`src/rtl/alu_arbiter.sv`:
```
// Two-requester front end for a shared combinational ALU: round-robin grant,
// operand capture, one-cycle execute and a held response with backpressure.
//
// state  | meaning
// -------+---------------------------------------------------------------
// S_IDLE | waiting for a request; grant computed combinationally
// S_EXEC | operands latched and driving the ALU; result captured at cycle end
// S_RESP | response presented on rsp_*; held until rsp_ready
module alu_arbiter #(
   parameter int WIDTH  = 32,
   parameter int CTRL_W = 4
) (
   input  logic              clk,
   input  logic              rst_n,
   input  logic              req0_valid,
   input  logic              req1_valid,
   output logic              req0_ready,
   output logic              req1_ready,
   input  logic [WIDTH-1:0]  req0_a,
   input  logic [WIDTH-1:0]  req0_b,
   input  logic [WIDTH-1:0]  req1_a,
   input  logic [WIDTH-1:0]  req1_b,
   input  logic [CTRL_W-1:0] req0_ctrl,
   input  logic [CTRL_W-1:0] req1_ctrl,
   output logic [WIDTH-1:0]  alu_a,
   output logic [WIDTH-1:0]  alu_b,
   output logic [CTRL_W-1:0] alu_ctrl,
   input  logic [WIDTH-1:0]  alu_result,
   output logic              rsp_valid,
   input  logic              rsp_ready,
   output logic              rsp_id,
   output logic [WIDTH-1:0]  rsp_result,
   output logic              rsp_err,
   output logic              busy
);

   typedef enum logic [1:0] {
      S_IDLE = 2'd0,
      S_EXEC = 2'd1,
      S_RESP = 2'd2
   } state_t;

   localparam logic [CTRL_W-1:0] LAST_LEGAL = CTRL_W'(12);

   state_t              r_state;
   state_t              w_state_nxt;
   logic                r_last_grant;
   logic [WIDTH-1:0]    r_a;
   logic [WIDTH-1:0]    r_b;
   logic [CTRL_W-1:0]   r_ctrl;
   logic                r_id;
   logic                r_rsp_id;
   logic [WIDTH-1:0]    r_rsp_result;
   logic                r_rsp_err;

   logic                w_grant_any;
   logic                w_grant_id;
   logic                w_accept;
   logic                w_illegal;

   // On contention the requester that did not win last time goes next.
   always_comb begin
      w_grant_any = req0_valid | req1_valid;
      w_grant_id  = 1'b0;
      if (req0_valid && req1_valid) begin
         w_grant_id = ~r_last_grant;
      end else if (req1_valid) begin
         w_grant_id = 1'b1;
      end
      w_accept   = rst_n && (r_state == S_IDLE) && w_grant_any;
      req0_ready = w_accept && !w_grant_id;
      req1_ready = w_accept && w_grant_id;
      w_illegal  = (r_ctrl > LAST_LEGAL);
   end

   always_comb begin
      w_state_nxt = r_state;
      case (r_state)
         S_IDLE:  if (w_accept) w_state_nxt = S_EXEC;
         S_EXEC:  w_state_nxt = S_RESP;
         S_RESP:  if (rsp_ready) w_state_nxt = S_IDLE;
         default: w_state_nxt = S_IDLE;
      endcase
   end

   always_ff @(posedge clk or negedge rst_n) begin
      if (!rst_n) begin
         r_state <= S_IDLE;
      end else begin
         r_state <= w_state_nxt;
      end
   end

   always_ff @(posedge clk or negedge rst_n) begin
      if (!rst_n) begin
         r_a          <= '0;
         r_b          <= '0;
         r_ctrl       <= '0;
         r_id         <= 1'b0;
         r_last_grant <= 1'b1;
      end else if (w_accept) begin
         r_a          <= w_grant_id ? req1_a    : req0_a;
         r_b          <= w_grant_id ? req1_b    : req0_b;
         r_ctrl       <= w_grant_id ? req1_ctrl : req0_ctrl;
         r_id         <= w_grant_id;
         r_last_grant <= w_grant_id;
      end
   end

   // Illegal op codes return zero regardless of what the ALU produced.
   always_ff @(posedge clk or negedge rst_n) begin
      if (!rst_n) begin
         r_rsp_id     <= 1'b0;
         r_rsp_result <= '0;
         r_rsp_err    <= 1'b0;
      end else if (r_state == S_EXEC) begin
         r_rsp_id     <= r_id;
         r_rsp_result <= w_illegal ? '0 : alu_result;
         r_rsp_err    <= w_illegal;
      end
   end

   assign alu_a      = r_a;
   assign alu_b      = r_b;
   assign alu_ctrl   = r_ctrl;
   assign rsp_valid  = (r_state == S_RESP);
   assign rsp_id     = r_rsp_id;
   assign rsp_result = r_rsp_result;
   assign rsp_err    = r_rsp_err;
   assign busy       = (r_state != S_IDLE);

endmodule

```
`config.mk`:
```
export PLATFORM = sky130hd
export DESIGN_NAME = alu_arbiter
export DESIGN_NICKNAME = d
export VERILOG_FILES = /design/src/rtl/alu_arbiter.sv
export SDC_FILE = /design/constraint.sdc
export NUM_CORES = 1
export LEC_CHECK = 0
export CAP_MARGIN = 10
export CELL_PAD_IN_SITES_DETAIL_PLACEMENT = 1
export CELL_PAD_IN_SITES_GLOBAL_PLACEMENT = 2
export CORE_ASPECT_RATIO = 0.8
export CORE_UTILIZATION = 23
export CTS_CLUSTER_SIZE = 30
export DETAILED_ROUTE_END_ITERATION = 8
export PLACE_DENSITY_LB_ADDON = 0.05
export SLEW_MARGIN = 20
export SYNTH_ARGS = -nofsm -noshare
export SYNTH_HDL_FRONTEND = slang
export SYNTH_SLANG_ARGS = --single-unit
```
`constraint.sdc`:
```
create_clock -name clk -period 3.82 [get_ports clk]
set_clock_uncertainty 0.1 [all_clocks]
set_input_delay 0.955 -clock clk [delete_from_list [all_inputs] [get_ports clk]]
set_output_delay 0.955 -clock clk [all_outputs]
set_load 0.01 [all_outputs]
```
After elaboration in Yosys (flattened, before gate mapping)
Index checks and enable logic that the tools add are counted.

cells by class
  multiplexer cells = 9
  equal/unequal tests = 4
  bitwise logic cells = 2
  $lt $le $gt $ge = 1
  reduce and logical (&&, ||, !) cells = 9

operators by type and width
  operator                                              number
  two-way mux 32 bit                                    3
  case mux 2 bit (3 select lines)                       1
  logical AND 1 bit                                     5
  greater-than comparator 4 bit, second input constant  1
  two-way mux 2 bit                                     2
  two-way mux 4 bit                                     1
  equality test 2 x 1 -> 1 bit, second input constant   1
  equality test 2 bit, second input constant            1
  logical NOT 2 bit                                     1
  two-way mux 1 bit                                     2
  != test 2 x 1 -> 1 bit, second input constant         1
  != test 2 bit, second input constant                  1
  AND reduction 2 bit                                   1
  nonzero test 2 bit                                    1
  logical NOT 1 bit                                     1
  inverter 1 bit                                        1
  bitwise OR 1 bit                                      1

storage, ports and cells
  logic and storage cells = 34
  output and inout bits = 106
  input bits = 173
  bits in registers = 106

Depth between registers and ports, before layout
  depth after elaboration = 5
  mapped depth = 7
  depth with buffers taken out = 4

Worst setup path before layout
No wires, ideal clock.

  path type = input to output
  from = in req0_valid
  to = out req0_ready
  data required time = 2.765 ns
  buffers on the path = 3
  arrival time = 1.912 ns
  path slack = 0.853 ns
  stages on the path = 5
  cells stage by stage = buf_2 > clkbuf_1 > clkbuf_1 > nand3_1 > inv_1

on the way
  longest elaborated chain between the ends = 4
  elaborated cells on any way between the ends = 6
  those cells by class = 1 x mux; 1 x bitwise; 4 x reduce/logical

ends and longest elaborated chain
  item                   line  text
  from (decl)            15    input logic req0_valid,
  logical AND 1 bit      65    if (req0_valid && req1_valid) begin
  two-way mux 1 bit      65
  logical NOT 1 bit      71    req0_ready = w_accept && !w_grant_id;
  logical AND 1 bit (*)  71
  to (decl)              17    output logic req0_ready,

Every way passes the cells marked *; elsewhere a longest branch is shown, timed or not.

Worst setup path in the final report
  from = in req1_valid
  to = out req0_ready

on the way
  longest elaborated chain between the ends = 4
  elaborated cells on any way between the ends = 7
  those cells by class = 2 x mux; 1 x bitwise; 4 x reduce/logical

ends and longest elaborated chain
  item                                                           line    text
  from (decl)                                                    16      input logic req1_valid,
  two-way mux 1 bit / logical AND 1 bit (equally long branches)  67, 65
  two-way mux 1 bit                                              65
  logical NOT 1 bit                                              71
  logical AND 1 bit (*)                                          71

Marked as above.

==> out/results.ini <==
[outcome]
status=finished, final reports clean

[clock_tree]
tritoncts=done
ctsResizeCount=0
h-tree-depth=3
insertion_delay_ps=350
clkSlewWorstSetupHoldPaths_ps=80
cts_root_buffer=clkbuf_16
cts_sinks=106
hold_buffers=0
cts_setup_buffers=0
clock_path_buffers=2
numCtsBuffers=9

[cells_and_area]
final_common_cell=clkdlybuf4s50_1
fin_cells=932
area_growth_pct=70.5
drive_gt1_frac=0.0868
mostFrequentLayoutCells=clkdlybuf4s50_1, dfrtp_1, nand2_1
n_antenna_cell=0
final_nets=836

[power_and_ir_drop]
leakage_uw=0.00324
power_density_nw_per_um2=676
ir_worst_vdd_mv=0.254

[routing]
drtIter0Drc=197
post_drt_via_cell_ratio=4.80
drt_pass1_iterations=4
detail_route.wl_per_cell_um=20.3
antenna_left=0
drc=0
drt_wl_total_um=18900
vias=4473

[synth]
synth_area_um2=4690
yosysSeqAreaShare=0.566
synth.net_count=583
ys_warn_count=0
synth_area_per_cell_um2=11.4
synthDistinctLibCells=26
syn_inst=410
yosys_register_bits=106

[setup_path]
critPathLaunchType=input pin
crit_path_frequent_cell=clkdlybuf4s50_1
path_max_fanout=4
end_kind=output port
required_ps=2760
slowest_delay_ps=530
cp_top_family=buffers and inverters
path_buf_inv=3
crit_chain=clkdlybuf4s50_1 -> nand2b_1 -> nand3_1 -> inv_1 -> clkdlybuf4s50_1
worstPathArrival_ps=2350
critPathKind=in -> out
crit_path_top_delay_cell=clkdlybuf4s50_1

[sta]
hold_violations=0
layout_min_cycle_time_ps=3400
drv_slew=0
finalSetupViolations=0
maxSlewHeadroom=0.425
hold-worst-slack_ps=405
timing.final.crit_share=0.891
worstMarginPinSlew_ps=862
max_freq_ghz=0.294
fin_tns_setup_ps=0
rsz0062_at_grt=false

[placement]
dp_hpwl_um=12800
place_inst=916
place.gp.congestion=0.780
io_buffers=278

[grt]
overflow=0
busiest_layer=met2
track_usage=0.184
use_met2=0.294
grt_max_degree=69
grt_pass1_wl_um=29400
met1_usage=0.241
antenna_found_initial=0
grt_pass1_vias=4845
gr-usage-met3=0.0599

[floorplan]
fp.dieH_um=130
die_w_um=162
coreArea_um2=19900
rows=46
ios=279
initial_core_util=0.235
die-area_um2=21000

[min_path]
hold_path.class=reg -> reg

[job]
maxCapViolCount=0

[synthesized netlist by cell type]
master / count / share of area
buf_1: 2 / 0.0016
clkbuf_1: 25 / 0.020
nor3b_2: 1 / 0.0027
a21oi_1: 1 / 0.0011
o21ai_1: 1 / 0.0011
buf_4: 2 / 0.0032
nand3_1: 1 / 0.0011
nor3_1: 48 / 0.051
nor2b_1: 1 / 0.0013
mux2_2: 1 / 0.0024
inv_1: 4 / 0.0032
or3b_1: 1 / 0.0019
a22o_1: 32 / 0.060
nand2b_1: 3 / 0.0040
o21a_1: 2 / 0.0032
o21ai_0: 1 / 0.0011
buf_6: 5 / 0.012
a31oi_2: 1 / 0.0027
buf_2: 12 / 0.013
and3_1: 1 / 0.0013
dfrtp_1: 105 / 0.56
a221o_1: 68 / 0.15
nor3_2: 20 / 0.043
nand2_1: 69 / 0.055
or2_2: 2 / 0.0027
dfstp_2: 1 / 0.0056
[sequential cells by signal, indices dropped and copies added (netlist names)]
register / cells
alu_a: 32
alu_b: 32
alu_ctrl: 4
r_id: 1
r_last_grant: 1
r_state: 2
rsp_err: 1
rsp_id: 1
rsp_result: 32
[layer usage]
| layer | part of all wire | wire length (µm) |
|---|---|---|
| met1 | 0.45 | 8510 |
| met3 | 0.077 | 1460 |
| met2 | 0.46 | 8760 |
| met4 | 0.012 | 222 |
| met5 | 0 | 0 |
[final timing paths]
| path | startpoint | slack (ps) | end | cells after the start |
|---|---|---|---|---|
| worst max register to register | r_state[1] | 1570 | alu_ctrl[1] | 4 |
| max in group asynchronous | rst_n | 1680 | alu_b[21] | 3 |
| worst min register to register | rsp_result[24] | 410 | rsp_result[24] | 1 |
| worst max-delay path | req1_valid | 420 | req0_ready | 5 |
| worst min-delay path | rsp_result[24] | 410 | rsp_result[24] | 1 |
| min in group asynchronous | rst_n | 620 | alu_b[15] | 2 |
[final cells by class]
cell class	count	area, µm²
tap	264	330
clock inverter	6	57.6
clock buffer	10	239
sequential	106	2650
fill	2189	11900
multi-input combinational	254	1810
inverter	4	15.0
timing repair buffer	288	2890
[stage by stage]
step	area, µm²	setup slack, ps	total power [µW]	utilization
3_3_place_gp	7690	446	4460	0.386
5_1_grt	7990	357	5730	0.401
3_5_place_dp	7690	424	4500	0.386
6_report	7990	417	5400	0.401
2_1_floorplan	4690	853	2950	-
4_1_cts	7990	413	5500	0.401
[report_power, final]
group	total, µW	switching (µW)	internal (µW)
sequential	1950	310	1640
clock	960	483	477
combinational	2500	1020	1480
total	5400	1810	3590
[kinds of logic (layout without fill, tap and decap cells)]
logic type / Yosys count / after routing / share of synthesized area
muxes: 1 / 1 / 0.00240
buffers and inverters: 50 / 308 / 0.0529
and+or+nand+nor: 147 / 147 / 0.164
AOI/OAI and AO/OA: 106 / 106 / 0.214
DFF: 106 / 106 / 0.566
[worst reg2reg max path, delay by kind of cell, from the launching register on]
| kind | cells | cell delay (ps) |
|---|---|---|
| flip-flops | 1 | 450 |
| AO/OA/AOI/OAI | 1 | 380 |
| buffers and inverters | 1 | 630 |
| AND/OR/NAND/NOR | 2 | 630 |
(Power assumes the default switching activity.)
